File: src/rtl/bcd_score_accumulator.sv
`default_nettype none
// ============================================================================
// Module      : bcd_score_accumulator
// Description : Packed-BCD score with digit-serial add/subtract of 0..9 points,
//               session high score and overflow/underflow/new-high pulses.
// Revision    : 1.0 - initial release
// ============================================================================
module bcd_score_accumulator #(
    parameter int DIGITS   = 4,
    parameter bit SATURATE = 1'b1
) (
    input  logic                  clk,
    input  logic                  rst_n,
    input  logic                  clear,
    input  logic                  clear_high,
    input  logic                  req_valid,
    output logic                  req_ready,
    input  logic                  req_sub,
    input  logic [3:0]            req_value,
    output logic [4*DIGITS-1:0]   score,
    output logic [4*DIGITS-1:0]   high_score,
    output logic                  done,
    output logic                  overflow,
    output logic                  underflow,
    output logic                  new_high
);

    localparam int C_W     = 4 * DIGITS;
    localparam int C_IDX_W = $clog2(DIGITS);

    typedef enum logic [1:0] {
        ST_IDLE   = 2'd0,
        ST_CALC   = 2'd1,
        ST_COMMIT = 2'd2
    } state_t;

    state_t             r_state;
    state_t             w_state_next;
    logic [C_W-1:0]     r_work;
    logic [C_IDX_W-1:0] r_idx;
    logic               r_carry;
    logic               r_sub;
    logic [3:0]         r_op;

    logic [3:0]         w_digit;
    logic [3:0]         w_op;
    logic [4:0]         w_add;
    logic [4:0]         w_dif;
    logic [3:0]         w_res;
    logic               w_carry_next;
    logic [C_W-1:0]     w_work_next;
    logic [C_W-1:0]     w_new_score;
    logic               w_accept;
    logic               w_commit;
    logic               w_last;

    assign w_last   = (r_idx == C_IDX_W'(DIGITS - 1));
    assign w_accept = req_valid && req_ready;
    assign w_commit = (r_state == ST_COMMIT) && !clear;

    always_ff @(posedge clk or negedge rst_n) begin
        if (!rst_n) begin
            r_state <= ST_IDLE;
        end else begin
            r_state <= w_state_next;
        end
    end

    always_comb begin
        w_state_next = r_state;
        req_ready    = 1'b0;
        if (clear) begin
            w_state_next = ST_IDLE;
        end else begin
            case (r_state)
                ST_IDLE: begin
                    req_ready = rst_n;
                    if (req_valid && rst_n) begin
                        w_state_next = ST_CALC;
                    end
                end
                ST_CALC: begin
                    if (w_last) begin
                        w_state_next = ST_COMMIT;
                    end
                end
                ST_COMMIT: w_state_next = ST_IDLE;
                default:   w_state_next = ST_IDLE;
            endcase
        end
    end

    // One digit of the working register per CALC cycle; only digit 0 sees the operand.
    always_comb begin
        w_digit     = 4'd0;
        w_work_next = r_work;
        for (int k = 0; k < DIGITS; k++) begin
            if (r_idx == C_IDX_W'(k)) begin
                w_digit = r_work[4*k +: 4];
            end
        end
        w_op         = (r_idx == '0) ? r_op : 4'd0;
        w_add        = {1'b0, w_digit} + {1'b0, w_op} + {4'd0, r_carry};
        w_dif        = {1'b0, w_digit} - {1'b0, w_op} - {4'd0, r_carry};
        w_res        = 4'd0;
        w_carry_next = 1'b0;
        if (r_sub) begin
            if (w_dif[4]) begin
                w_res        = 4'(w_dif + 5'd10);
                w_carry_next = 1'b1;
            end else begin
                w_res = w_dif[3:0];
            end
        end else begin
            if (w_add > 5'd9) begin
                w_res        = 4'(w_add - 5'd10);
                w_carry_next = 1'b1;
            end else begin
                w_res = w_add[3:0];
            end
        end
        for (int k = 0; k < DIGITS; k++) begin
            if (r_idx == C_IDX_W'(k)) begin
                w_work_next[4*k +: 4] = w_res;
            end
        end
    end

    always_comb begin
        w_new_score = r_work;
        if (r_carry) begin
            if (r_sub) begin
                w_new_score = '0;
            end else if (SATURATE) begin
                w_new_score = {DIGITS{4'h9}};
            end
        end
    end

    always_ff @(posedge clk or negedge rst_n) begin
        if (!rst_n) begin
            score      <= '0;
            high_score <= '0;
            done       <= 1'b0;
            overflow   <= 1'b0;
            underflow  <= 1'b0;
            new_high   <= 1'b0;
            r_work     <= '0;
            r_idx      <= '0;
            r_carry    <= 1'b0;
            r_sub      <= 1'b0;
            r_op       <= 4'd0;
        end else begin
            done      <= 1'b0;
            overflow  <= 1'b0;
            underflow <= 1'b0;
            new_high  <= 1'b0;
            if (clear) begin
                score <= '0;
            end else if (w_accept) begin
                r_sub   <= req_sub;
                r_op    <= (req_value > 4'd9) ? 4'd9 : req_value;
                r_idx   <= '0;
                r_carry <= 1'b0;
                r_work  <= score;
            end else if (r_state == ST_CALC) begin
                r_work  <= w_work_next;
                r_carry <= w_carry_next;
                r_idx   <= r_idx + 1'b1;
            end else if (w_commit) begin
                score     <= w_new_score;
                done      <= 1'b1;
                overflow  <= !r_sub && r_carry;
                underflow <= r_sub && r_carry;
            end
            // Packed BCD orders the same as its numeric value, so a plain compare works.
            if (clear_high) begin
                high_score <= '0;
            end else if (w_commit && (w_new_score > high_score)) begin
                high_score <= w_new_score;
                new_high   <= 1'b1;
            end
        end
    end

endmodule
`default_nettype wire

File: config.mk
export PLATFORM = sky130hd
export DESIGN_NAME = bcd_score_accumulator
export DESIGN_NICKNAME = d
export VERILOG_FILES = /design/src/rtl/bcd_score_accumulator.sv
export SDC_FILE = /design/constraint.sdc
export NUM_CORES = 1
export LEC_CHECK = 0
export BUFFER_PORTS_ARGS = -buffer_cell sky130_fd_sc_hd__buf_4
export CAP_MARGIN = 20
export CORE_MARGIN = 2
export CORE_UTILIZATION = 59
export CTS_CLUSTER_SIZE = 12
export DETAILED_ROUTE_END_ITERATION = 8
export GPL_ROUTABILITY_DRIVEN = 0
export PLACE_DENSITY = 0.81
export RECOVER_POWER = 50
export SLEW_MARGIN = 40
export SYNTH_ARGS = -nofsm -noshare
export SYNTH_HDL_FRONTEND = slang
export SYNTH_SLANG_ARGS = --single-unit
export TNS_END_PERCENT = 1
File: constraint.sdc
create_clock -name clk -period 4.5 [get_ports clk]
set_clock_uncertainty 0.1 [all_clocks]
set_input_delay 0.9 -clock clk [delete_from_list [all_inputs] [get_ports clk]]
set_output_delay 0.9 -clock clk [all_outputs]
set_load 0.02 [all_outputs]
=== Word-level counts from Yosys, hierarchy flattened ===
Cells that the tools add are included.

* Add/sub/neg operators: 7
* $lt $le $gt $ge: 3
* Equal/unequal tests: 9
* Mux-type cells: 50
* Bitwise logic cells: 1
* Reductions and logical operators: 25

{| class="wikitable"
|+ Operators by type and width
! operator !! count
|-
| 16-bit 2-to-1 mux || 10
|-
| 4-bit 2-to-1 mux || 13
|-
| 1-bit 2-to-1 mux || 21
|-
| 16-bit greater-than comparator || 1
|-
| 3-bit AND reduction || 5
|-
| 2-bit nonzero test || 7
|-
| 2-bit 2-to-1 mux || 5
|-
| 2-bit == test, second input constant || 3
|-
| 1-bit logical AND || 6
|-
| 3-bit inequality test, second input constant || 2
|-
| 2-bit AND reduction || 3
|-
| 4-bit by 4-bit adder with 5-bit output || 1
|-
| 5-bit by 1-bit adder with 5-bit output || 1
|-
| 5-bit by 4-bit greater-than comparator with 1-bit output, second input constant || 1
|-
| 4-bit by 4-bit subtractor with 5-bit output || 1
|-
| 5-bit by 1-bit subtractor with 5-bit output || 1
|-
| 4-bit adder, second input constant || 1
|-
| 2-bit by 1-bit == test with 1-bit output, second input constant || 2
|-
| 4-bit greater-than comparator, second input constant || 1
|-
| 2-bit logical NOT || 2
|-
| 2-bit inequality test, second input constant || 2
|-
| 2-bit one-hot mux with 2 select lines || 1
|-
| 4-bit subtractor, second input constant || 1
|-
| 2-bit by 1-bit adder with 2-bit output, second input constant || 1
|-
| other kinds (2) || 3
|}

* Flip-flop bits (word level): 62
* Input bits: 10
* Output and inout bits: 37
* Word-level logic and storage cells: 110

=== Logic depth before layout (Yosys ltp) ===
Gate-level depths: netlist of the first run.

* Word-level depth: 13
* Depth in mapped cells: 20
* Mapped depth without buffers: 19

=== Worst setup path after synthesis of the first run ===
Ideal clock, no wire load.

* Kind: flip-flop to flip-flop
* From: reg r_idx[0]
* To: reg r_work[10]
* Library setup time: 0.139 ns
* Arrival time: 3.450 ns
* Path slack: 0.811 ns
* Cell stages (with the launch flop): 21
* Period minus slack after synthesis: 3.689 ns
* Cells stage by stage: dfrtp_1 > inv_1 > ha_1 > buf_2 > nand2_1 > nor2_1 > a211oi_1 > a211oi_1 > a21oi_1 > fa_1 > inv_1 > fa_1 > xor2_1 > inv_1 > ha_1 > nand2_1 > o31ai_2 > o211ai_1 > a32oi_1 > a311oi_1 > o21ai_0

* Cells in the longest elaborated chain, start to end: 13

{| class="wikitable"
|+ Ends and longest elaborated chain
! item !! RTL line !! source
|-
| start, declared || 40 || <nowiki>logic [C_IDX_W-1:0] r_idx;</nowiki>
|-
| start signal, assigned || 169 || <nowiki>r_idx <= r_idx + 1'b1;</nowiki>
|-
| 2-bit logical NOT || 98, 102 ||
|-
| 4-bit 2-to-1 mux (4 in a row) || 98 || <nowiki>if (r_idx == C_IDX_W'(k)) begin</nowiki>
|-
| 4-bit by 4-bit adder with 5-bit output or 4-bit by 4-bit subtractor with 5-bit output (tied branches) || 103, 104 ||
|-
| 5-bit by 1-bit adder with 5-bit output or 5-bit by 1-bit subtractor with 5-bit output (tied branches) || 103, 104 ||
|-
| 4-bit subtractor (tied with other cells) || 116 || <nowiki>w_res = 4'(w_add - 5'd10);</nowiki>
|-
| 4-bit 2-to-1 mux (on tied branches) || 115, 108 ||
|-
| 4-bit 2-to-1 mux || 107 || <nowiki>if (r_sub) begin</nowiki>
|-
| 4-bit 2-to-1 mux || 123 || <nowiki>if (r_idx == C_IDX_W'(k)) begin</nowiki>
|-
| 16-bit 2-to-1 mux || 166 || <nowiki>end else if (r_state == ST_CALC) begin</nowiki>
|-
| 16-bit 2-to-1 mux || 160 || <nowiki>end else if (w_accept) begin</nowiki>
|-
| end signal, assigned || 165 || <nowiki>r_work <= score;</nowiki>
|-
| end signal, assigned || 167 || <nowiki>r_work <= w_work_next;</nowiki>
|-
| end, declared || 39 || <nowiki>logic [C_W-1:0] r_work;</nowiki>
|}

Several ways; a longest one is shown, not always the timed one. The select of a mux whose other input is x is not followed.
A chain may end at the register's enable or synchronous reset.

=== Final worst setup path of the first run ===
* From: reg r_idx[1]
* To: reg r_work[14]

Same word-level chain as after synthesis.

==> results of run 1 <==
==> timing repair <==
action                     in CTS  in global routing
buffers inserted                0                  0
setup endpoints to repair       0                  8
resized for setup               0                  4
==> power groups by stage <==
stage,sequential (mW),clock (mW),combinational [mW]
after floorplan,0.687,0,1.63
after global placement,0.712,0,1.98
after detailed placement,0.718,0,2.06
after CTS,0.709,0.562,2.08
after global routing,0.720,0.584,2.38
final,0.712,0.562,2.17
==> cells by family after synthesis <==
group	synth area share
fa+ha+maj	0.113
compound gates	0.192
xor+xnor	0.0165
simple gates	0.182
mux	0.0451
flops	0.385
buf+inv	0.0659
==> per-layer routing <==
metal  track usage  routed length (um)  part of all wire  up-vias
li1              -                   -                 -     1591
met1         0.351                4250              0.44     1620
met2         0.446                4560              0.48      133
met3        0.0552                 508             0.053       31
met4         0.107                 263             0.027        0
met5             0                   0                 0        -
==> worst min path at each step <==
stage                              startpoint  slack [ns]                  end  cells after the start
after floorplan           r_op[2]$_DFFE_PN0P_        0.33  r_op[2]$_DFFE_PN0P_                      2
after global placement    r_op[2]$_DFFE_PN0P_        0.35  r_op[2]$_DFFE_PN0P_                      2
after detailed placement  r_op[2]$_DFFE_PN0P_        0.37  r_op[2]$_DFFE_PN0P_                      2
after CTS                 r_op[2]$_DFFE_PN0P_        0.38  r_op[2]$_DFFE_PN0P_                      2
after global routing      r_op[1]$_DFFE_PN0P_        0.43  r_op[1]$_DFFE_PN0P_                      2
final                     r_op[2]$_DFFE_PN0P_        0.38  r_op[2]$_DFFE_PN0P_                      2
==> worst max-delay path, stage by stage, from the launching register on <==
cell and delay, ns:
dfrtp_1 0.40, inv_1 0.12, ha_1 0.37, nor2_1 0.10, a211oi_1 0.21, a211oi_1 0.08
a21oi_1 0.30, fa_1 0.30, inv_1 0.08, fa_1 0.47, xor2_2 0.29, inv_1 0.08
ha_1 0.24, nand2_1 0.08, o31ai_2 0.11, o211ai_1 0.11, a32oi_1 0.11, a311oi_2 0.39
o21ai_0 0.18
==> cell usage in the layout, fill, tap and decap left out, types with 2 or more instances in the layout <==
cell | Yosys | layout
mux2i_1 | 17 | 16
bufinv_16 | 0 | 2
inv_1 | 41 | 41
a221oi_1 | 2 | 2
a22oi_1 | 11 | 11
and2_1 | 3 | 3
o21ai_0 | 25 | 25
o31ai_1 | 2 | 2
ha_1 | 30 | 29
a211oi_1 | 5 | 5
nand2b_1 | 34 | 34
o21a_1 | 2 | 2
nor4_1 | 2 | 2
dfrtp_1 | 62 | 62
buf_4 | 1 | 44
xnor2_1 | 4 | 4
clkinv_2 | 0 | 2
o21ai_1 | 4 | 4
nand3b_1 | 6 | 6
clkbuf_8 | 0 | 11
a21o_1 | 3 | 3
o22ai_1 | 4 | 4
nor2b_1 | 10 | 10
nor2_1 | 25 | 25
clkbuf_1 | 9 | 8
a31oi_1 | 2 | 2
fa_1 | 4 | 4
nand2_1 | 38 | 38
a22o_1 | 15 | 15
nand3_1 | 3 | 3
o211ai_1 | 2 | 2
nor3_1 | 3 | 4
a21oi_1 | 29 | 29
==> state kept, by name, summed over array words and instances (netlist names), 2 cells and up <==
| register | count |
|---|---|
| high_score | 16 |
| r_op | 4 |
| score | 16 |
| r_work | 16 |
| r_state | 2 |
| r_idx | 2 |
==> metrics by stage <==
stage | std cells | area (um^2) | setup WS [ns] | hold WS, ns
after floorplan | 435 | 4030 | 0.811 | 0.330
after global placement | 546 | 4410 | 0.390 | 0.351
after detailed placement | 546 | 4410 | 0.121 | 0.368
after CTS | 561 | 4630 | 0.0502 | 0.383
after global routing | 561 | 4610 | -0.00233 | 0.431
final | 561 | 4610 | 0.247 | 0.383
==> cell type report <==
cell class | count | area (um^2) | share of cell area
repair buffers | 52 | 360 | 0.0782
clock inverters | 4 | 70.1 | 0.0152
clock buffers | 11 | 151 | 0.0329
inverters | 42 | 158 | 0.0342
flip-flops and latches | 62 | 1550 | 0.337
well taps | 80 | 100 | 0.0217
multi-input cells | 310 | 2220 | 0.481
==> metrics.txt, run 1 <==
# TYPE chip_impl_metric gauge
chip_impl_metric{name="max-slew-margin-rel",unit=""} -1.18
chip_impl_metric{name="cellInternalPower",unit="mW"} 1.86
chip_impl_metric{name="hold_violations",unit=""} 0
chip_impl_metric{name="cell_variety_after_synth",unit=""} 60
chip_impl_metric{name="die_y",unit="um"} 86.6
chip_impl_metric{name="clock_pin_slew_on_the_worst_setup_and_hold_paths",unit="ns"} 0.07
chip_impl_metric{name="syn_area",unit="um^2"} 4030
chip_impl_info{name="post-synth-top-area-cell",value="dfrtp_1"} 1
chip_impl_metric{name="final.fill_count",unit=""} 530
chip_impl_info{name="cts_tree",value="yes"} 1
chip_impl_metric{name="timing.max_cap.violations",unit=""} 1
chip_impl_metric{name="vias",unit=""} 3375
chip_impl_metric{name="worst-r2r-setup-slack",unit="ns"} 0.25
chip_impl_info{name="worst_min_delay_path_category",value="reg -> reg"} 1
chip_impl_metric{name="antenna_found_initial",unit=""} 0
chip_impl_info{name="status",value="finished, violations left"} 1
chip_impl_metric{name="final_max_slew_viol_count",unit=""} 63
chip_impl_metric{name="clk_path_buf_depth",unit=""} 2
chip_impl_metric{name="vias_per_cell",unit=""} 6.02
chip_impl_info{name="synthTopCellsByArea",value="dfrtp_1, ha_1, nand2b_1, mux2i_1, inv_1"} 1
chip_impl_info{name="failing_checks",value="capacitance limit, slew limit"} 1
chip_impl_metric{name="global_route.overflow_total",unit=""} 0
chip_impl_metric{name="worst-endpoint-required",unit="ns"} 4.61
chip_impl_metric{name="grt_util_all_layers",unit=""} 0.270
chip_impl_metric{name="power_leakage",unit="nW"} 2.25
chip_impl_metric{name="number_of_failing_setup_endpoints_in_the_final_timing_report",unit=""} 0
chip_impl_metric{name="ant_nets",unit=""} 0
chip_impl_metric{name="fmax",unit="MHz"} 235
chip_impl_metric{name="wire_length_of_the_first_global_routing_pass",unit="um"} 15700
chip_impl_metric{name="totalNegativeSetupSlack",unit="ns"} 0
chip_impl_metric{name="detail_route.iter0.violations",unit=""} 257
chip_impl_metric{name="nNetsFinal",unit=""} 521
chip_impl_metric{name="h-tree-depth",unit=""} 3
chip_impl_metric{name="worstSkewPairLatency",unit="ns"} 0.35
chip_impl_metric{name="synth_area_per_cell",unit="um^2"} 9.25
chip_impl_info{name="cp-startpoint",value="r_idx[1]$_DFFE_PN0P_"} 1
chip_impl_info{name="worstReg2RegStart",value="r_idx[1]$_DFFE_PN0P_"} 1
chip_impl_metric{name="grt_max_degree",unit=""} 63
chip_impl_metric{name="via_count_of_the_first_global_routing_pass",unit=""} 3355
chip_impl_metric{name="drt-total-wl",unit="um"} 9590
chip_impl_metric{name="finalCoreUtilization",unit=""} 0.690
chip_impl_metric{name="routedWlPerCell",unit="um"} 17.1
chip_impl_metric{name="finalCriticalPeriod",unit="ns"} 4.25
chip_impl_metric{name="postSynthNetCount",unit=""} 479
chip_impl_metric{name="core-area",unit="um^2"} 6680
chip_impl_metric{name="p_switching",unit="mW"} 1.59
chip_impl_metric{name="power_frac_seq",unit=""} 0.207
chip_impl_metric{name="detailedRoute.firstPassIterationCount",unit=""} 6
chip_impl_metric{name="row_count",unit=""} 30
chip_impl_metric{name="chipWidth",unit="um"} 86.6
chip_impl_metric{name="critPathMaxFanout",unit=""} 10
chip_impl_metric{name="floorplan.initialDensity",unit=""} 0.602
chip_impl_metric{name="worst_ep_arrival_time",unit="ns"} 4.36
chip_impl_metric{name="cts_inserted_buffers",unit=""} 9
chip_impl_metric{name="ir_drop",unit="V"} 0.000629
chip_impl_metric{name="proportion_of_total_power_due_to_net_switching",unit=""} 0.461
chip_impl_metric{name="worst_r2r_path_depth",unit=""} 18
chip_impl_metric{name="route.detailed.drc",unit=""} 0
chip_impl_info{name="synth_top_cells_by_count",value="dfrtp_1, inv_1, nand2_1, nand2b_1, ha_1"} 1
chip_impl_metric{name="holdBufCountCts",unit=""} 0
chip_impl_metric{name="dpl.hpwl",unit="um"} 7120
chip_impl_metric{name="number_of_buffer_cells_added_on_primary_ports",unit=""} 46
chip_impl_metric{name="worst_pin_slew",unit="ns"} 3.28
chip_impl_metric{name="num_antenna_cells",unit=""} 0
chip_impl_info{name="clockRootBuffer",value="clkbuf_8"} 1
chip_impl_metric{name="postSynth.asyncResetShare",unit=""} 1.00
chip_impl_metric{name="power.density",unit="nW/um^2"} 747
chip_impl_info{name="critical_path_end_type",value="flip-flop"} 1
chip_impl_metric{name="synth_top_area_frac",unit=""} 0.385
chip_impl_info{name="synth_most_common_cell",value="dfrtp_1"} 1
chip_impl_metric{name="synth_cells",unit=""} 435
chip_impl_metric{name="min_period_over_period",unit=""} 0.945
chip_impl_metric{name="ys_seq_elements",unit=""} 62
chip_impl_metric{name="totalPowerFinal",unit="mW"} 3.44
chip_impl_metric{name="layout_cells_sized_above_1",unit=""} 0.154
chip_impl_metric{name="die_outline_area",unit="um^2"} 7500
chip_impl_info{name="criticalPathCategory",value="reg -> reg"} 1
chip_impl_metric{name="synth_edf_count",unit=""} 0
chip_impl_metric{name="synth.yosys.warnings",unit=""} 0
chip_impl_metric{name="i_o_pin_count",unit=""} 47
chip_impl_info{name="crit_end",value="r_work[14]$_DFFE_PN0P_"} 1
chip_impl_info{name="reg2reg_to",value="r_work[14]$_DFFE_PN0P_"} 1
chip_impl_metric{name="ys_seq_area_frac",unit=""} 0.385
chip_impl_info{name="crit_path_start_kind",value="flip-flop"} 1
chip_impl_metric{name="clock_power_share",unit=""} 0.163
chip_impl_metric{name="power.combinational.fraction",unit=""} 0.630
chip_impl_info{name="synth-main-ff-cell",value="dfrtp_1"} 1
chip_impl_metric{name="cts_sinks",unit=""} 62
chip_impl_metric{name="syn2layout_area_growth",unit="%"} 14.5
Note: power is estimated with default switching activity, not from simulation.
==> run 2: changes to the inputs <==
--- a/config.mk
+++ b/config.mk
@@ -7,12 +7,14 @@
 export LEC_CHECK = 0
 export BUFFER_PORTS_ARGS = -buffer_cell sky130_fd_sc_hd__buf_4
 export CAP_MARGIN = 20
+export CELL_PAD_IN_SITES_DETAIL_PLACEMENT = 1
+export CELL_PAD_IN_SITES_GLOBAL_PLACEMENT = 1
 export CORE_MARGIN = 2
-export CORE_UTILIZATION = 59
+export CORE_UTILIZATION = 45
 export CTS_CLUSTER_SIZE = 12
 export DETAILED_ROUTE_END_ITERATION = 8
 export GPL_ROUTABILITY_DRIVEN = 0
-export PLACE_DENSITY = 0.81
+export PLACE_DENSITY = 0.8
 export RECOVER_POWER = 50
 export SLEW_MARGIN = 40
 export SYNTH_ARGS = -nofsm -noshare
==> run 2 against run 1 <==
Against the previous run: the run still ends with capacitance limit, slew limit left; utilization down 15 points; final cell count up 5.7%; fmax up 2.7%; sequential cell count unchanged; critical path depth unchanged; combinational power up 5%.
==> metrics.txt, run 2 (synthesis gave the netlist of run 1 again) <==
# TYPE chip_impl_metric gauge
chip_impl_metric{name="layout_cells_sized_above_1",unit=""} 0.169
chip_impl_metric{name="antenna_found_initial",unit=""} 0
chip_impl_info{name="status",value="finished, violations left"} 1
chip_impl_metric{name="clock_pin_slew_on_the_worst_setup_and_hold_paths",unit="ns"} 0.08
chip_impl_metric{name="drt-total-wl",unit="um"} 11200
chip_impl_metric{name="number_of_failing_setup_endpoints_in_the_final_timing_report",unit=""} 0
chip_impl_metric{name="finalCoreUtilization",unit=""} 0.540
chip_impl_metric{name="grt_util_all_layers",unit=""} 0.241
chip_impl_metric{name="placed_cell_area",unit="um^2"} 4470
chip_impl_metric{name="floorplan.initialDensity",unit=""} 0.464
chip_impl_metric{name="worstSkewPairLatency",unit="ns"} 0.36
chip_impl_metric{name="finalCriticalPeriod",unit="ns"} 4.14
chip_impl_metric{name="i_o_pin_count",unit=""} 47
chip_impl_info{name="critical_path_end_type",value="flip-flop"} 1
chip_impl_metric{name="die_y",unit="um"} 98.6
chip_impl_metric{name="number_of_cells_in_the_design_after_placement",unit=""} 577
chip_impl_metric{name="hold_violations",unit=""} 0
chip_impl_metric{name="detailedRoute.firstPassIterationCount",unit=""} 4
chip_impl_metric{name="ant_nets",unit=""} 0
chip_impl_metric{name="cts_sinks",unit=""} 62
chip_impl_metric{name="timing.hold.worst_path_depth",unit=""} 2
chip_impl_metric{name="totalNegativeSetupSlack",unit="ns"} 0
chip_impl_info{name="crit_slowest_cell",value="fa_1"} 1
chip_impl_metric{name="critical_path.max_stage_delay",unit="ns"} 0.51
chip_impl_metric{name="ir_drop",unit="V"} 0.000393
chip_impl_metric{name="final.fill_count",unit=""} 1034
chip_impl_metric{name="num_antenna_cells",unit=""} 0
chip_impl_info{name="worstPathCellList",value="inv_1, ha_2, nand2_1, nor2_1, a211oi_1, a211oi_1, a21oi_2, fa_1, fa_1, nand2b_1, nand2_1, ha_1, nand2_1, o21ai_0, o21ai_0, a32oi_1, a311oi_2, o21ai_0"} 1
chip_impl_metric{name="multi_input_area",unit="um^2"} 2220
chip_impl_info{name="biggestRegsByFlops",value="high_score (16), r_work (16), score (16)"} 1
chip_impl_info{name="layout.cells.most_common",value="dfrtp_1"} 1
chip_impl_metric{name="nNetsFinal",unit=""} 524
chip_impl_metric{name="power_leakage",unit="nW"} 2.28
chip_impl_metric{name="chipWidth",unit="um"} 98.6
chip_impl_metric{name="min_period_over_period",unit=""} 0.920
chip_impl_metric{name="timing.max_cap.violations",unit=""} 1
chip_impl_metric{name="seqCellArea",unit="um^2"} 1550
chip_impl_info{name="timing.critical_path.max_delay_family",value="adder cells"} 1
chip_impl_metric{name="dpl.hpwl",unit="um"} 8370
chip_impl_metric{name="cts_inserted_buffers",unit=""} 9
chip_impl_info{name="criticalPathCategory",value="reg -> reg"} 1
chip_impl_metric{name="detail_route.iter0.violations",unit=""} 225
chip_impl_metric{name="number_of_buffer_cells_added_on_primary_ports",unit=""} 46
chip_impl_metric{name="via_count_of_the_first_global_routing_pass",unit=""} 3583
chip_impl_metric{name="totalPowerFinal",unit="mW"} 3.54
chip_impl_metric{name="path_buf_inv",unit=""} 1
chip_impl_metric{name="routedWlPerCell",unit="um"} 18.8
chip_impl_metric{name="grt_max_degree",unit=""} 63
chip_impl_metric{name="worst_ep_arrival_time",unit="ns"} 4.26
chip_impl_info{name="failing_checks",value="capacitance limit, slew limit"} 1
chip_impl_metric{name="worst_pin_slew",unit="ns"} 2.92
chip_impl_info{name="worst_min_delay_path_category",value="reg -> reg"} 1
chip_impl_info{name="crit_path_start_kind",value="flip-flop"} 1
chip_impl_metric{name="critPathMaxFanout",unit=""} 10
chip_impl_info{name="cts_tree",value="yes"} 1
chip_impl_metric{name="row_count",unit=""} 34
chip_impl_metric{name="worst_r2r_path_depth",unit=""} 18
chip_impl_metric{name="syn2layout_area_growth",unit="%"} 16.5
chip_impl_metric{name="vias_per_cell",unit=""} 5.69
chip_impl_metric{name="instances_no_fill",unit=""} 593
chip_impl_metric{name="clk_path_buf_depth",unit=""} 2
chip_impl_metric{name="cp.depth",unit=""} 18
chip_impl_metric{name="power.density",unit="nW/um^2"} 755
chip_impl_metric{name="final_max_slew_viol_count",unit=""} 63
chip_impl_metric{name="core-area",unit="um^2"} 8680
chip_impl_metric{name="h-tree-depth",unit=""} 3
chip_impl_info{name="mostFrequentLayoutCells",value="dfrtp_1, buf_4, inv_1"} 1
chip_impl_metric{name="max-slew-margin-rel",unit=""} -0.945
chip_impl_metric{name="finish.instance_area",unit="um^2"} 4690
chip_impl_metric{name="fin_hold_ws",unit="ns"} 0.367
chip_impl_metric{name="finalWorstSetupSlack",unit="ns"} 0.360
chip_impl_metric{name="pre_cts_ws",unit="ns"} 0.0680
chip_impl_info{name="clockRootBuffer",value="clkbuf_8"} 1
chip_impl_metric{name="worst-endpoint-required",unit="ns"} 4.62
chip_impl_metric{name="global_route.overflow_total",unit=""} 0
chip_impl_metric{name="die_outline_area",unit="um^2"} 9720
chip_impl_metric{name="route.detailed.drc",unit=""} 0
chip_impl_metric{name="fmax",unit="MHz"} 242
chip_impl_metric{name="wire_length_of_the_first_global_routing_pass",unit="um"} 18600
chip_impl_info{name="unrepaired_setup_endpoints_after_global_routing",value="false"} 1
chip_impl_metric{name="vias",unit=""} 3376
## run 2: changes by cell type in the layout (fill, tap and decap cells not counted), sizes merged
cell / delta
clkbuf: -5
clkdlybuf4s25: +1
buf: +6
clkinvlp: +2
## run 2: cell type report
type	count	area share
multi-input combinational	310	0.474
timing repair buffer	55	0.0854
clock buffer	10	0.0294
sequential	62	0.331
tap	108	0.0288
clock inverter	6	0.0181
inverter	42	0.0336
## run 2: worst register-to-register path, stage by stage, from the launching register on
cell and delay (ns):
dfrtp_1 0.43, inv_1 0.11, ha_2 0.30, nand2_1 0.08, nor2_1 0.09, a211oi_1 0.06
a211oi_1 0.28, a21oi_2 0.10, fa_1 0.45, fa_1 0.51, nand2b_1 0.22, nand2_1 0.09
ha_1 0.24, nand2_1 0.06, o21ai_0 0.07, o21ai_0 0.10, a32oi_1 0.15, a311oi_2 0.40
o21ai_0 0.17
## run 2: repair_timing
action / 4_1_cts / 5_1_grt
hold buffers: 0 / 0
setup buffers: 0 / 0
setup endpoints to repair: 0 / 8
gates resized for setup: 0 / 5
## run 2: final timing paths
check | from | to | slack, ns
worst max-delay path | r_idx[0]$_DFFE_PN0P_ | r_work[6]$_DFFE_PN0P_ | 0.36
worst min-delay path | r_op[2]$_DFFE_PN0P_ | r_op[2]$_DFFE_PN0P_ | 0.37
worst max register to register | r_idx[0]$_DFFE_PN0P_ | r_work[6]$_DFFE_PN0P_ | 0.36
worst min register to register | r_op[2]$_DFFE_PN0P_ | r_op[2]$_DFFE_PN0P_ | 0.37
max in group asynchronous | rst_n | r_work[14]$_DFFE_PN0P_ | 0.80
min in group asynchronous | rst_n | high_score[7]$_DFFE_PN0P_ | 1.85
## run 2: per-layer routing
layer  share of wire  global-route usage  routed length (um)  vias to the layer above
met5               0                   0                   0                        -
met4           0.023              0.0875                 257                        0
met3           0.038              0.0305                 423                       26
met2            0.50               0.408                5550                       76
met1            0.44               0.320                4950                     1682
li1                -                   -                   -                     1592
## run 2: report_power, final
part	total (mW)	switching [mW]	internal, mW
Sequential	0.706	0.0743	0.632
Combinational	2.27	1.36	0.909
Clock	0.564	0.239	0.325
Total	3.54	1.67	1.87
==> run 3: changes to the inputs <==
--- a/config.mk
+++ b/config.mk
@@ -9,6 +9,7 @@
 export CAP_MARGIN = 20
 export CELL_PAD_IN_SITES_DETAIL_PLACEMENT = 1
 export CELL_PAD_IN_SITES_GLOBAL_PLACEMENT = 1
+export CORE_ASPECT_RATIO = 1.5
 export CORE_MARGIN = 2
 export CORE_UTILIZATION = 45
 export CTS_CLUSTER_SIZE = 12
==> run 3 against run 2 <==
Against the previous run: the flow still finishes with violations (capacitance limit, slew limit); combinational power hardly changed; non-clock buffer count is 1 higher; die area is 0.16% higher; largest cell class unchanged.
==> metrics.txt, run 3 (synthesis gave the netlist of run 1 again) <==
# TYPE chip_impl_metric gauge
chip_impl_metric{name="instances_no_fill",unit=""} 595
chip_impl_metric{name="cts_sinks",unit=""} 62
chip_impl_metric{name="detail_route.iter0.violations",unit=""} 216
chip_impl_metric{name="power_frac_seq",unit=""} 0.197
chip_impl_metric{name="timing.hold.worst_path_depth",unit=""} 2
chip_impl_metric{name="core-area",unit="um^2"} 8780
chip_impl_metric{name="clock_pin_slew_on_the_worst_setup_and_hold_paths",unit="ns"} 0.05
chip_impl_metric{name="detailedRoute.firstPassIterationCount",unit=""} 4
chip_impl_info{name="failing_checks",value="capacitance limit, slew limit"} 1
chip_impl_metric{name="worst-r2r-setup-slack",unit="ns"} 0.36
chip_impl_metric{name="grt_util_all_layers",unit=""} 0.261
chip_impl_metric{name="die_y",unit="um"} 120
chip_impl_info{name="crit_end",value="r_work[6]$_DFFE_PN0P_"} 1
chip_impl_metric{name="placed_cell_area",unit="um^2"} 4470
chip_impl_metric{name="worst-endpoint-required",unit="ns"} 4.59
chip_impl_metric{name="wire_length_of_the_first_global_routing_pass",unit="um"} 19200
chip_impl_info{name="cp-startpoint",value="r_idx[0]$_DFFE_PN0P_"} 1
chip_impl_metric{name="met3WireLength",unit="um"} 349
chip_impl_metric{name="floorplan.initialDensity",unit=""} 0.459
chip_impl_metric{name="drt-total-wl",unit="um"} 11600
chip_impl_metric{name="vias",unit=""} 3451
chip_impl_metric{name="fmax",unit="MHz"} 241
chip_impl_metric{name="number_of_buffer_cells_added_on_primary_ports",unit=""} 46
chip_impl_metric{name="power.density",unit="nW/um^2"} 757
chip_impl_metric{name="worst_ep_arrival_time",unit="ns"} 4.23
chip_impl_metric{name="postCtsSetupRepairBufs",unit=""} 0
chip_impl_metric{name="vias_per_cell",unit=""} 5.80
chip_impl_metric{name="via_count_of_the_first_global_routing_pass",unit=""} 3753
chip_impl_metric{name="chipWidth",unit="um"} 81.2
chip_impl_metric{name="p_switching",unit="mW"} 1.66
chip_impl_metric{name="grt_max_degree",unit=""} 63
chip_impl_metric{name="power.combinational.fraction",unit=""} 0.624
chip_impl_metric{name="min_period_over_period",unit=""} 0.921
chip_impl_metric{name="ir_drop",unit="V"} 0.000734
chip_impl_metric{name="finalCriticalPeriod",unit="ns"} 4.14
chip_impl_metric{name="global_route.overflow_total",unit=""} 0
chip_impl_metric{name="clk_path_buf_depth",unit=""} 2
chip_impl_metric{name="max-slew-margin-rel",unit=""} -0.968
chip_impl_info{name="clockRootBuffer",value="clkbuf_16"} 1
chip_impl_info{name="status",value="finished, violations left"} 1
chip_impl_metric{name="drt-met1-wl",unit="um"} 4330
chip_impl_info{name="biggestRegsByFlops",value="high_score (16), r_work (16), score (16)"} 1
chip_impl_info{name="reg2reg_to",value="r_work[6]$_DFFE_PN0P_"} 1
chip_impl_metric{name="nNetsFinal",unit=""} 525
chip_impl_metric{name="h-tree-depth",unit=""} 3
chip_impl_metric{name="antenna_found_initial",unit=""} 0
chip_impl_info{name="unrepaired_setup_endpoints_after_global_routing",value="false"} 1
chip_impl_metric{name="num_antenna_cells",unit=""} 0
chip_impl_metric{name="routedWlPerCell",unit="um"} 19.5
chip_impl_metric{name="critPathMaxFanout",unit=""} 10
chip_impl_metric{name="timing.max_cap.violations",unit=""} 1
chip_impl_info{name="criticalPathCategory",value="reg -> reg"} 1
chip_impl_info{name="route.top_layer_used",value="met4"} 1
chip_impl_info{name="cts_tree",value="yes"} 1
chip_impl_metric{name="i_o_pin_count",unit=""} 47
chip_impl_metric{name="hold_violations",unit=""} 0
chip_impl_info{name="layout.cells.most_common",value="dfrtp_1"} 1
chip_impl_metric{name="number_of_failing_setup_endpoints_in_the_final_timing_report",unit=""} 0
chip_impl_info{name="critical_path_end_type",value="flip-flop"} 1
chip_impl_metric{name="layout_cells_sized_above_1",unit=""} 0.157
chip_impl_metric{name="final_max_slew_viol_count",unit=""} 63
chip_impl_info{name="worst_min_delay_path_category",value="reg -> reg"} 1
chip_impl_metric{name="cts.repair.resized",unit=""} 0
chip_impl_metric{name="worst_r2r_path_depth",unit=""} 19
chip_impl_metric{name="worst_pin_slew",unit="ns"} 2.95
chip_impl_metric{name="power_leakage",unit="nW"} 2.30
chip_impl_info{name="mostFrequentLayoutCells",value="dfrtp_1, buf_4, inv_1"} 1
chip_impl_metric{name="proportion_of_total_power_due_to_net_switching",unit=""} 0.462
chip_impl_metric{name="worstSkewPairLatency",unit="ns"} 0.33
chip_impl_metric{name="dpl.hpwl",unit="um"} 8640
chip_impl_metric{name="route.met2.wl",unit="um"} 6340
chip_impl_metric{name="number_of_cells_in_the_design_after_placement",unit=""} 579
chip_impl_metric{name="cts_inserted_buffers",unit=""} 9
chip_impl_metric{name="clock_power_share",unit=""} 0.178
chip_impl_metric{name="die_outline_area",unit="um^2"} 9730
chip_impl_metric{name="cellInternalPower",unit="mW"} 1.93
chip_impl_info{name="crit_path_start_kind",value="flip-flop"} 1
chip_impl_metric{name="ant_nets",unit=""} 0
chip_impl_metric{name="holdBufCountCts",unit=""} 0
chip_impl_metric{name="row_count",unit=""} 42
chip_impl_metric{name="syn2layout_area_growth",unit="%"} 17.7
chip_impl_metric{name="route.detailed.drc",unit=""} 0
chip_impl_info{name="worstReg2RegStart",value="r_idx[0]$_DFFE_PN0P_"} 1
chip_impl_metric{name="finish.instance_area",unit="um^2"} 4740
chip_impl_metric{name="totalNegativeSetupSlack",unit="ns"} 0
[run 3: cell count changes in the layout (fill, tap and decap cells not counted)]
cell and delta:
clkbuf_8 -8, ha_2 -1, ha_1 +1, clkinvlp_4 -2
bufinv_16 -2, buf_4 -1, a21oi_2 -1, clkinv_2 -1
a21oi_1 +1, clkbuf_1 +4, clkbuf_16 +9, buf_6 +1
[run 3: through the flow]
stage	total power, mW	setup WS [ns]	util	hold slack (ns)
global placement	2.79	0.372	0.509	0.373
CTS	3.56	0.145	0.540	0.398
detailed placement	2.90	0.168	0.509	0.390
floorplan	2.32	0.811	-	0.330
finish	3.59	0.357	0.540	0.383
global route	3.90	0.0000320	0.540	0.419
[run 3: layer usage]
layer,up-vias,GRT usage
met5,-,0
met1,1724,0.281
met2,91,0.477
met4,0,0.137
li1,1597,-
met3,39,0.0361
[run 3: worst max-delay path, stage by stage, from the launching register on]
cell	delay, ns
dfrtp_1	0.41
inv_1	0.08
ha_1	0.32
nand2_1	0.11
nor2_1	0.04
a211oi_1	0.19
a211oi_1	0.08
a21oi_1	0.30
fa_1	0.30
inv_1	0.07
fa_1	0.47
xor2_2	0.30
inv_1	0.07
ha_1	0.22
nand2_1	0.07
o31ai_2	0.11
o211ai_1	0.11
a32oi_1	0.10
a311oi_2	0.38
o21ai_0	0.17
[run 3: power groups by stage]
stage	sequential (mW)	combinational (mW)	clock [mW]
2_1_floorplan	0.687	1.63	0
3_3_place_gp	0.709	2.08	0
3_5_place_dp	0.713	2.18	0
4_1_cts	0.706	2.21	0.646
5_1_grt	0.715	2.51	0.672
6_report	0.708	2.24	0.639
[run 3: how the worst min path moves through the flow]
stage / from / to
3_5_place_dp: r_op[2]$_DFFE_PN0P_ / r_op[2]$_DFFE_PN0P_
3_3_place_gp: r_op[2]$_DFFE_PN0P_ / r_op[2]$_DFFE_PN0P_
5_1_grt: r_op[2]$_DFFE_PN0P_ / r_op[2]$_DFFE_PN0P_
4_1_cts: r_op[1]$_DFFE_PN0P_ / r_op[1]$_DFFE_PN0P_
6_report: r_op[1]$_DFFE_PN0P_ / r_op[1]$_DFFE_PN0P_
2_1_floorplan: r_op[2]$_DFFE_PN0P_ / r_op[2]$_DFFE_PN0P_
[run 3: layout make-up]
| type | count | area, um^2 |
|---|---|---|
| fill | 1030 | 4040 |
| multi-input combinational | 310 | 2210 |
| sequential | 62 | 1550 |
| timing repair buffer | 56 | 408 |
| clock buffer | 14 | 264 |
| inverter | 42 | 158 |
| tap | 110 | 138 |
| clock inverter | 1 | 5.00 |
